`config.mk`:
```
export PLATFORM = sky130hd
export DESIGN_NAME = slave_port
export DESIGN_NICKNAME = d
export VERILOG_FILES = /design/src/rtl/bus_pkg.sv /design/src/rtl/serial_shift.sv /design/src/rtl/slave_port.sv
export SDC_FILE = /design/constraint.sdc
export NUM_CORES = 1
export LEC_CHECK = 0
export BUFFER_PORTS_ARGS = -buffer_cell sky130_fd_sc_hd__buf_4
export CAP_MARGIN = 20
export CORE_UTILIZATION = 50
export DETAILED_ROUTE_END_ITERATION = 12
export PLACE_DENSITY_LB_ADDON = 0.25
export SLEW_MARGIN = 0
export SYNTH_ARGS = -nofsm -noshare
export SYNTH_HDL_FRONTEND = slang
export SYNTH_SLANG_ARGS = --single-unit
export TNS_END_PERCENT = 100
```
`constraint.sdc`:
```
create_clock -name clk -period 1.97 [get_ports clk]
set_clock_uncertainty 0.2 [all_clocks]
set_input_delay 0.0985 -clock clk [delete_from_list [all_inputs] [get_ports clk]]
set_output_delay 0.0985 -clock clk [all_outputs]
set_load 0.02 [all_outputs]
```
`src/rtl/bus_pkg.sv`:
```
// ---------------------------------------------------------------------------
// bus_pkg
// Shared definitions for the serial bus slave port and the interconnect:
// default widths, the slave port state enumeration and a small constant
// helper used to size counters.
// ---------------------------------------------------------------------------
package bus_pkg;

  localparam int DEF_ADDR_WIDTH   = 12;
  localparam int DEF_DATA_WIDTH   = 8;
  localparam int DEF_BURST_WIDTH  = 4;
  localparam int DEF_SPLIT_CYCLES = 16;

  typedef enum logic [3:0] {
    IDLE   = 4'd0,
    ADDR   = 4'd1,
    WDATA  = 4'd2,
    MEMWR  = 4'd3,
    MEMRD  = 4'd4,
    RDWAIT = 4'd5,
    SPLIT  = 4'd6,
    RDATA  = 4'd7,
    DONE   = 4'd8
  } port_state_t;

  function automatic int max_int(input int a, input int b);
    return (a > b) ? a : b;
  endfunction

endpackage

```
`src/rtl/serial_shift.sv`:
```
// ---------------------------------------------------------------------------
// serial_shift
// Generic shift register used for serial-to-parallel and parallel-to-serial
// conversion. Bits enter at the MSB and move towards the LSB, so a word sent
// LSB first is complete after WIDTH shifts, and par_out[0] is the next bit to
// transmit when the register has been parallel loaded.
//
// Ports:
//   clk       rising-edge clock
//   rst       asynchronous active-low reset, clears the register
//   load      parallel load of load_data (has priority over shift_en)
//   load_data parallel input word
//   shift_en  shift one position towards the LSB
//   ser_in    bit entering at the MSB on a shift
//   par_out   current register contents (bit 0 is the serial output)
// ---------------------------------------------------------------------------
module serial_shift #(
  parameter int WIDTH = 8
) (
  input  logic             clk,
  input  logic             rst,
  input  logic             load,
  input  logic [WIDTH-1:0] load_data,
  input  logic             shift_en,
  input  logic             ser_in,
  output logic [WIDTH-1:0] par_out
);

  logic [WIDTH-1:0] shift_q;

  always_ff @(posedge clk or negedge rst) begin
    if (!rst) begin
      shift_q <= '0;
    end else if (load) begin
      shift_q <= load_data;
    end else if (shift_en) begin
      shift_q <= {ser_in, shift_q[WIDTH-1:1]};
    end
  end

  assign par_out = shift_q;

endmodule

```
`src/rtl/slave_port.sv`:
```
// ---------------------------------------------------------------------------
// slave_port
// Serial bus slave port. A master shifts in an address and burst count (and
// write data for writes) one bit per master_valid cycle, LSB first. The port
// turns each beat into a single-cycle local memory access at base+beat
// (wrapping modulo 2^ADDR_WIDTH) and, for reads, shifts the returned word
// out on tx_data under master_ready flow control. A local split_req during
// a read releases the bus for SPLIT_CYCLES cycles before retrying.
//
// Ports:
//   clk, rst                 clock, asynchronous active-low reset
//   master_valid             master presents a valid serial bit
//   master_ready             master accepts the current read bit
//   rx_address, rx_data      serial address / write data, LSB first
//   rx_burst_num             serial burst count (beats = value+1), LSB first
//   write_en, read_en        transaction type, sampled at start
//   tx_data, slave_valid     serial read data and its valid
//   slave_ready              port can accept/continue a transaction
//   slave_split_en           high while a read is split
//   split_req                local request to split the current read
//   trans_done               one-cycle pulse at transaction end
//   mem_addr/mem_wdata/mem_we/mem_re/mem_rdata  local memory interface
// ---------------------------------------------------------------------------
module slave_port
  import bus_pkg::*;
#(
  parameter int ADDR_WIDTH   = DEF_ADDR_WIDTH,
  parameter int DATA_WIDTH   = DEF_DATA_WIDTH,
  parameter int BURST_WIDTH  = DEF_BURST_WIDTH,
  parameter int SPLIT_CYCLES = DEF_SPLIT_CYCLES
) (
  input  logic                  clk,
  input  logic                  rst,
  input  logic                  master_valid,
  input  logic                  master_ready,
  input  logic                  rx_address,
  input  logic                  rx_data,
  input  logic                  rx_burst_num,
  input  logic                  write_en,
  input  logic                  read_en,
  output logic                  tx_data,
  output logic                  slave_valid,
  output logic                  slave_ready,
  output logic                  slave_split_en,
  input  logic                  split_req,
  output logic                  trans_done,
  output logic [ADDR_WIDTH-1:0] mem_addr,
  output logic [DATA_WIDTH-1:0] mem_wdata,
  output logic                  mem_we,
  output logic                  mem_re,
  input  logic [DATA_WIDTH-1:0] mem_rdata
);

  localparam int CNT_W = $clog2(max_int(ADDR_WIDTH, DATA_WIDTH) + 1);
  localparam int SPL_W = $clog2(SPLIT_CYCLES + 1);

  port_state_t state, state_nxt;

  logic                   is_write, is_write_nxt;
  logic [CNT_W-1:0]       bit_cnt, bit_cnt_nxt;
  logic [BURST_WIDTH-1:0] beat_cnt, beat_nxt;
  logic [BURST_WIDTH-1:0] burst_q, burst_nxt;
  logic [SPL_W-1:0]       split_cnt, split_cnt_nxt;
  logic                   split_done, split_done_nxt;
  logic                   ready_int;

  logic                   addr_shift;
  logic                   data_shift;
  logic                   data_load;
  logic [ADDR_WIDTH-1:0]  base_addr;
  logic [ADDR_WIDTH-1:0]  beat_addr;
  logic [DATA_WIDTH-1:0]  data_word;

  // Address shifter: filled once per transaction, then held as the base.
  serial_shift #(.WIDTH(ADDR_WIDTH)) u_addr_shift (
    .clk       (clk),
    .rst       (rst),
    .load      (1'b0),
    .load_data ({ADDR_WIDTH{1'b0}}),
    .shift_en  (addr_shift),
    .ser_in    (rx_address),
    .par_out   (base_addr)
  );

  // One data shifter serves both directions: writes shift rx_data in and
  // present the full word, reads load mem_rdata and shift it out from bit 0.
  // The bits shifted in behind a read word are never used.
  serial_shift #(.WIDTH(DATA_WIDTH)) u_data_shift (
    .clk       (clk),
    .rst       (rst),
    .load      (data_load),
    .load_data (mem_rdata),
    .shift_en  (data_shift),
    .ser_in    (rx_data),
    .par_out   (data_word)
  );

  // Truncation to ADDR_WIDTH gives the required wrap past the top address.
  assign beat_addr = base_addr + ADDR_WIDTH'(beat_cnt);

  // Gating with rst keeps slave_ready low for the whole reset period even
  // though the state register already reads IDLE.
  assign slave_ready = ready_int & rst;

  // State and control registers.
  always_ff @(posedge clk or negedge rst) begin
    if (!rst) begin
      state      <= IDLE;
      is_write   <= 1'b0;
      bit_cnt    <= '0;
      beat_cnt   <= '0;
      burst_q    <= '0;
      split_cnt  <= '0;
      split_done <= 1'b0;
    end else begin
      state      <= state_nxt;
      is_write   <= is_write_nxt;
      bit_cnt    <= bit_cnt_nxt;
      beat_cnt   <= beat_nxt;
      burst_q    <= burst_nxt;
      split_cnt  <= split_cnt_nxt;
      split_done <= split_done_nxt;
    end
  end

  // Next-state and output decode. bit_cnt counts serial bits within the
  // address or data phase; the address phase starts at 1 because bit 0 is
  // taken in IDLE together with the start condition.
  always_comb begin
    state_nxt      = state;
    is_write_nxt   = is_write;
    bit_cnt_nxt    = bit_cnt;
    beat_nxt       = beat_cnt;
    burst_nxt      = burst_q;
    split_cnt_nxt  = split_cnt;
    split_done_nxt = split_done;
    addr_shift     = 1'b0;
    data_shift     = 1'b0;
    data_load      = 1'b0;
    ready_int      = 1'b1;
    slave_valid    = 1'b0;
    tx_data        = 1'b0;
    slave_split_en = 1'b0;
    trans_done     = 1'b0;
    mem_we         = 1'b0;
    mem_re         = 1'b0;
    mem_addr       = '0;
    mem_wdata      = '0;

    unique case (state)
      IDLE: begin
        if (master_valid && (write_en ^ read_en)) begin
          is_write_nxt   = write_en;
          addr_shift     = 1'b1;
          burst_nxt      = {rx_burst_num, burst_q[BURST_WIDTH-1:1]};
          bit_cnt_nxt    = CNT_W'(1);
          beat_nxt       = '0;
          split_done_nxt = 1'b0;
          state_nxt      = ADDR;
        end
      end

      ADDR: begin
        if (master_valid) begin
          addr_shift = 1'b1;
          if (bit_cnt < CNT_W'(BURST_WIDTH)) begin
            burst_nxt = {rx_burst_num, burst_q[BURST_WIDTH-1:1]};
          end
          if (bit_cnt == CNT_W'(ADDR_WIDTH - 1)) begin
            bit_cnt_nxt = '0;
            state_nxt   = is_write ? WDATA : MEMRD;
          end else begin
            bit_cnt_nxt = bit_cnt + 1'b1;
          end
        end
      end

      WDATA: begin
        if (master_valid) begin
          data_shift = 1'b1;
          if (bit_cnt == CNT_W'(DATA_WIDTH - 1)) begin
            bit_cnt_nxt = '0;
            state_nxt   = MEMWR;
          end else begin
            bit_cnt_nxt = bit_cnt + 1'b1;
          end
        end
      end

      MEMWR: begin
        mem_we    = 1'b1;
        mem_addr  = beat_addr;
        mem_wdata = data_word;
        if (beat_cnt == burst_q) begin
          state_nxt = DONE;
        end else begin
          beat_nxt  = beat_cnt + 1'b1;
          state_nxt = WDATA;
        end
      end

      MEMRD: begin
        // A split granted once per beat; the retry after SPLIT ignores split_req.
        if (split_req && !split_done) begin
          split_cnt_nxt = '0;
          state_nxt     = SPLIT;
        end else begin
          mem_re         = 1'b1;
          mem_addr       = beat_addr;
          split_done_nxt = 1'b0;
          state_nxt      = RDWAIT;
        end
      end

      SPLIT: begin
        ready_int      = 1'b0;
        slave_split_en = 1'b1;
        if (split_cnt == SPL_W'(SPLIT_CYCLES - 1)) begin
          split_done_nxt = 1'b1;
          state_nxt      = MEMRD;
        end else begin
          split_cnt_nxt = split_cnt + 1'b1;
        end
      end

      RDWAIT: begin
        data_load   = 1'b1;
        bit_cnt_nxt = '0;
        state_nxt   = RDATA;
      end

      RDATA: begin
        slave_valid = 1'b1;
        tx_data     = data_word[0];
        if (master_ready) begin
          data_shift = 1'b1;
          if (bit_cnt == CNT_W'(DATA_WIDTH - 1)) begin
            bit_cnt_nxt = '0;
            if (beat_cnt == burst_q) begin
              state_nxt = DONE;
            end else begin
              beat_nxt  = beat_cnt + 1'b1;
              state_nxt = MEMRD;
            end
          end else begin
            bit_cnt_nxt = bit_cnt + 1'b1;
          end
        end
      end

      DONE: begin
        ready_int  = 1'b0;
        trans_done = 1'b1;
        state_nxt  = IDLE;
      end

      default: begin
        state_nxt = IDLE;
      end
    endcase
  end

endmodule
```
=== Word-level counts from Yosys, hierarchy flattened ===
Index checks and enable logic that the tools add are counted.

* Muxes and demuxes: 54
* Add/subtract/negate cells: 4
* Equal/unequal tests: 24
* Div/mod/pow operators: 0
* Reductions and logical operators: 18
* Multipliers: 0
* Shift operators: 0
* Order comparisons: 1
* Bitwise operators: 2

{| class="wikitable"
|+ Operator list
! operator !! number
|-
| 4-bit two-way mux || 22
|-
| 4-bit case mux with 8 select lines || 1
|-
| 8-bit two-way mux || 3
|-
| 2-bit != test, second input constant || 12
|-
| 12-bit case mux with 2 select lines || 1
|-
| 4-bit by 3-bit == test with 1-bit output, second input constant || 5
|-
| 4-bit case mux with 5 select lines || 1
|-
| 1-bit two-way mux || 15
|-
| 12-bit by 4-bit adder with 12-bit output || 1
|-
| 12-bit two-way mux || 1
|-
| 4-bit case mux with 3 select lines || 1
|-
| 4-bit AND reduction || 3
|-
| 5-bit two-way mux || 2
|-
| 5-bit case mux with 2 select lines || 1
|-
| 4-bit by 1-bit adder with 4-bit output, second input constant || 2
|-
| 4-bit by 2-bit == test with 1-bit output, second input constant || 2
|-
| 4-bit == test, second input constant || 2
|-
| 4-bit case mux with 2 select lines || 1
|-
| 8-bit AND reduction || 1
|-
| 2-bit nonzero test || 3
|-
| 3-bit nonzero test || 2
|-
| 5-bit by 1-bit adder with 5-bit output, second input constant || 1
|-
| 5-bit by 4-bit == test with 1-bit output, second input constant || 1
|-
| 5-bit AND reduction || 1
|-
| other kinds (16) || 18
|}

* Output and inout bits: 27
* Memories: 0
* Input port bits: 18
* Bits in read-only memories: 0
* Flip-flop bits (word level): 43
* Bits in latches: 0
* Word-level logic and storage cells: 112
* RAM bits: 0

=== Depth between registers and ports, before layout ===
* Depth in word-level cells: 5
* Depth in mapped cells: 8
* Mapped depth without buffers: 8

=== By module ===
Synthesis repeated with hierarchy kept, for this count alone.

* Cells, all modules: 325
* Area, all modules: 2931.6 µm²

{| class="wikitable"
|+ Modules (own cells, without submodules)
! module !! area an instance (µm²) !! instances !! cells each !! seq. area each (µm²)
|-
| slave_port || 2008.2 || 1 || 240 || 575.6
|-
| serial_shift (u_addr_shift) || 550.5 || 1 || 51 || 300.3
|-
| serial_shift (u_data_shift) || 372.9 || 1 || 34 || 200.2
|}

=== Worst setup path before layout ===
No wires, ideal clock.

* Path type: flip-flop to output port
* Start point: register state[0]
* End point: output port mem_wdata[0]
* Required time: 1671 ps
* Path slack: -179 ps
* Buffers on the path: 1
* Cell stages (with the launch flop): 5
* Data arrival time: 1851 ps
* Cell sequence: dfrtp_1 buf_2 nand2_1 nor3_1 and2_1

* Cells in the longest elaborated chain, start to end: 2

{| class="wikitable"
|+ RTL lines
! item !! RTL line !! source
|-
| start: declaration || slave_port.sv:57 || <nowiki>port_state_t state, state_nxt;</nowiki>
|-
| start signal: assignment || slave_port.sv:116 || <nowiki>state <= state_nxt;</nowiki>
|-
| 4-bit by 2-bit == test with 1-bit output || slave_port.sv:150 || <nowiki>unique case (state)</nowiki>
|-
| 8-bit two-way mux || slave_port.sv:150 ||
|-
| end: declaration || slave_port.sv:48 || <nowiki>output logic [DATA_WIDTH-1:0] mem_wdata,</nowiki>
|}

No other way between the ends.

=== Worst setup path after layout ===
* Start point: register u_addr_shift.shift_q[1] (netlist: u_addr_shift.par_out[1])
* End point: output port mem_addr[3]

* Cells in the longest elaborated chain, start to end: 3

{| class="wikitable"
|+ RTL lines
! item !! RTL line !! source
|-
| start: declaration || serial_shift.sv:29 || <nowiki>logic [WIDTH-1:0] shift_q;</nowiki>
|-
| start signal: assignment || serial_shift.sv:35 || <nowiki>shift_q <= load_data;</nowiki>
|-
| start signal: assignment || serial_shift.sv:37 || <nowiki>shift_q <= {ser_in, shift_q[WIDTH-1:1]};</nowiki>
|-
| 12-bit by 4-bit adder with 12-bit output (*) || slave_port.sv:99 || <nowiki>assign beat_addr = base_addr + ADDR_WIDTH'(beat_cnt);</nowiki>
|-
| 12-bit two-way mux || slave_port.sv:204 || <nowiki>if (split_req && !split_done) begin</nowiki>
|-
| 12-bit case mux with 2 select lines (*) || slave_port.sv:150 ||
|-
| end: declaration || slave_port.sv:47 || <nowiki>output logic [ADDR_WIDTH-1:0] mem_addr,</nowiki>
|}

Every way passes the cells marked *; elsewhere a longest branch is shown, timed or not.

==> results.ini <==
[synthesis]
postSynthRegisterBits = 43
post_synth_design_cell_area_um2 = 2860
syn_inst = 315
postSynthNetCount = 342
yosys_cell_types = 52
main_synth_ff_type = sky130_fd_sc_hd__dfrtp_1
postSynth.asyncResetShare_pct = 100
number_of_enable_flip_flop_cells_after_synthesis = 0
synthesis.area_per_instance_um2 = 9.07
synth.yosys.seq_area_share_pct = 37.7
yosysWarnings = 0

[timing]
share_of_the_clock_period_used_by_the_worst_path_after_layout_pct = 122
tightest_slew_ns = 0.572
timing.hold.ws_ns = 0.0260
finalMaxSlewViolations = 0
setup_viol = 48
timing.setup.tns_ns = -8.64
timing.final.hold_violations = 0
final_period_minus_worst_setup_slack_ns = 2.41
unrepaired_setup_endpoints_after_global_routing = true
setup_slack_ns = -0.442
clock.fmax_mhz = 415
relSlewSlack_pct = 61.9

[floorplanning]
die_h_um = 77.6
top_level_i_o_count = 45
floorplan.core_area_um2 = 5510
fp.dieArea_um2 = 6020
die_width_um = 77.6
core.rowCount = 27
start_util_pct = 51.9

[finish]
post_route_cells_drive_above_1_share_pct = 51.6
fillCellCount = 277
finish.instance_area_um2 = 4660
utilization_pct = 84.6
final_common_cell = sky130_fd_sc_hd__buf_4
antenna-diode-count = 0
layout_common_cells = 74 x sky130_fd_sc_hd__buf_4, 39 x sky130_fd_sc_hd__dfrtp_1, 38 x sky130_fd_sc_hd__buf_6
final_nets = 466
area_growth_syn_to_layout_pct = 63.1
layoutNonFillerInstCount = 512

[run]
max_cap_violations = 0

[cts]
clock-root-buffer = sky130_fd_sc_hd__clkbuf_8
h-tree-depth = 2
cts_tree = yes
numClockSinks = 43
clock_path_buffers = 2
clkLatencyLatePin_ns = 0.32
cts-buffers-inserted = 5
cts.reportedPaths.clkPinSlew_ns = 0.11

[outcome]
run_status = finished, violations left
violated_checks = setup timing

[place]
port-buffer-count = 44
place_congestion = 0.863
placement.cell_area_um2 = 3630
place_hpwl_um = 4950
placedCellCount = 461

[global_route]
grt_antenna_before_repair = 0
first_global_vias = 2880
overall_global_routing_resource_usage_pct = 28.8
grt.overflow.total = 0
grt_pass1_wl_um = 13600
grt_max_degree = 44

[critical_path]
crit_slowest_cell = sky130_fd_sc_hd__dfrtp_1
crit-reg2reg-launch = state[2]
reg2reg_depth = 7
cp-end-kind = output pin
crit-reg2reg-capture = burst_q[1]
worstPathArrival_ns = 2.11
crit_path_max_fanout = 3
cp-start-kind = register
critical_path_cell_list = ha_1, a21o_1, a21o_1, buf_4, buf_6, xnor2_2, nor2_2, buf_6
ff2ff_setup_slack_ns = -0.18
required_ns = 1.67
critPathKind = reg2out
crit_path_max_incr_delay_ns = 0.42

[detailed_routing]
drt-initial-drc-count = 193
detail_route.wl_per_cell_um = 19.6
route.detailed.vias_per_inst = 5.91
dr.pass1.iters = 5
remaining_drc_errors = 0
dr_total_vias = 3026
drt.antenna.violating_nets = 0
routed_wirelength_um = 10000

[worst_hold_path]
min_path_cells = 3
hold_path_class = in2reg
hold_path_startpoint = master_valid
hold_path_end = u_addr_shift.par_out[0]

[pwr]
vdd_drop_max_mv = 0.701
total_leakage_power_nw = 2.06
power_density_nw_per_um2 = 1230

-- worst max path at each step --
stage / start / endpoint / cells after the start
floorplan: state[1] / state[1] / 5
global placement: state[1] / state[1] / 5
detailed placement: state[1] / state[1] / 5
CTS: u_addr_shift.par_out[0] / mem_addr[8] / 9
global route: beat_cnt[1] / mem_addr[9] / 7
finish: u_addr_shift.par_out[1] / mem_addr[3] / 8
-- flip-flops by register name (all words and copies together) (netlist names) --
signal                cells
u_data_shift.par_out      8
split_cnt                 5
split_done                1
state                     4
u_addr_shift.par_out     12
beat_cnt                  4
burst_q                   4
is_write                  1
bit_cnt                   4
-- where the power goes --
| group | total (W) | switching, W | internal, W | leakage (nW) |
|---|---|---|---|---|
| logic | 0.00349 | 0.00173 | 0.00177 | 1.46 |
| clock network | 0.000772 | 0.000354 | 0.000418 | 0.0618 |
| registers | 0.00146 | 0.000301 | 0.00116 | 0.541 |
| total | 0.00573 | 0.00238 | 0.00335 | 2.06 |
-- metal layers --
| layer | wire length [um] | global-route usage (%) | vias to the layer above |
|---|---|---|---|
| li1 | - | - | 1359 |
| met1 | 3980 | 34.0 | 1492 |
| met5 | 0 | 0 | - |
| met4 | 407 | 10.4 | 0 |
| met2 | 5130 | 51.6 | 130 |
| met3 | 499 | 5.29 | 45 |
-- what timing repair did --
action	CTS	global route
endpoints found under the setup margin	43	66
pin swaps	22	32
endpoints found under the hold margin	54	0
cloned	1	4
gates resized for setup	51	90
hold buffers	13	0
buffers inserted	19	16
-- layout make-up --
type	count	area, um^2	area share, %
timing repair buffer	131	1200	25.7
multi-input combinational	245	2120	45.5
inverter	13	48.8	1.05
clock buffer	6	82.6	1.77
tap	72	90.1	1.93
sequential	43	1080	23.2
clock inverter	2	38.8	0.833
-- cell usage after synthesis, types with 2 or more instances --
cell | number | area share (%)
sky130_fd_sc_hd__a21o_1 | 3 | 0.79
sky130_fd_sc_hd__a21oi_1 | 24 | 4.2
sky130_fd_sc_hd__a22o_1 | 2 | 0.61
sky130_fd_sc_hd__a31oi_1 | 3 | 0.66
sky130_fd_sc_hd__a32oi_1 | 3 | 0.92
sky130_fd_sc_hd__and2_1 | 13 | 2.8
sky130_fd_sc_hd__and3_1 | 3 | 0.66
sky130_fd_sc_hd__buf_2 | 7 | 1.2
sky130_fd_sc_hd__clkbuf_1 | 7 | 0.92
sky130_fd_sc_hd__dfrtp_1 | 43 | 38
sky130_fd_sc_hd__ha_1 | 8 | 3.5
sky130_fd_sc_hd__inv_1 | 13 | 1.7
sky130_fd_sc_hd__mux2_2 | 16 | 6.3
sky130_fd_sc_hd__mux2i_1 | 9 | 3.2
sky130_fd_sc_hd__nand2_1 | 22 | 2.9
sky130_fd_sc_hd__nand2b_1 | 6 | 1.3
sky130_fd_sc_hd__nand3_1 | 6 | 1.1
sky130_fd_sc_hd__nand3b_1 | 4 | 1.1
sky130_fd_sc_hd__nand4_1 | 2 | 0.44
sky130_fd_sc_hd__nand4b_1 | 3 | 0.92
sky130_fd_sc_hd__nor2_1 | 35 | 4.6
sky130_fd_sc_hd__nor2b_1 | 7 | 1.5
sky130_fd_sc_hd__nor3_1 | 5 | 0.88
sky130_fd_sc_hd__nor3b_1 | 3 | 0.79
sky130_fd_sc_hd__o21ai_0 | 22 | 3.9
sky130_fd_sc_hd__or2_2 | 2 | 0.44
sky130_fd_sc_hd__or3_1 | 5 | 1.1
sky130_fd_sc_hd__or4b_1 | 2 | 0.70
sky130_fd_sc_hd__xnor2_1 | 9 | 2.8
sky130_fd_sc_hd__xor2_1 | 6 | 1.8
-- critical path: cells and delay by family, from the launching register on --
family | cells | cell delay, ns
xor gates and xnor gates | 1 | 0.12
DFF | 1 | 0.42
and+or+nand+nor | 1 | 0.14
AOI/OAI and AO/OA | 2 | 0.39
adders and majority gates | 1 | 0.31
buffers and inverters | 3 | 0.41
-- logic make-up (layout without fill, tap and decap cells) --
| logic type | count (synthesis) | count (layout) | share of synthesized area (%) |
|---|---|---|---|
| muxes | 26 | 26 | 9.86 |
| buffers and inverters | 29 | 152 | 4.25 |
| DFF | 43 | 43 | 37.7 |
| AOI/OAI and AO/OA | 69 | 70 | 15.1 |
| and+or+nand+nor | 124 | 125 | 24.4 |
| xor gates and xnor gates | 15 | 15 | 4.60 |
| adders and majority gates | 9 | 9 | 4.21 |
-- stage by stage --
stage                     total power (W)  setup WS [ns]
after floorplan                   0.00289        -0.0995
after global placement            0.00368        -0.0982
after detailed placement          0.00377         -0.154
after CTS                         0.00496         -0.333
after global routing              0.00599         -0.530
final                             0.00573         -0.442
(Power assumes the default switching activity.)
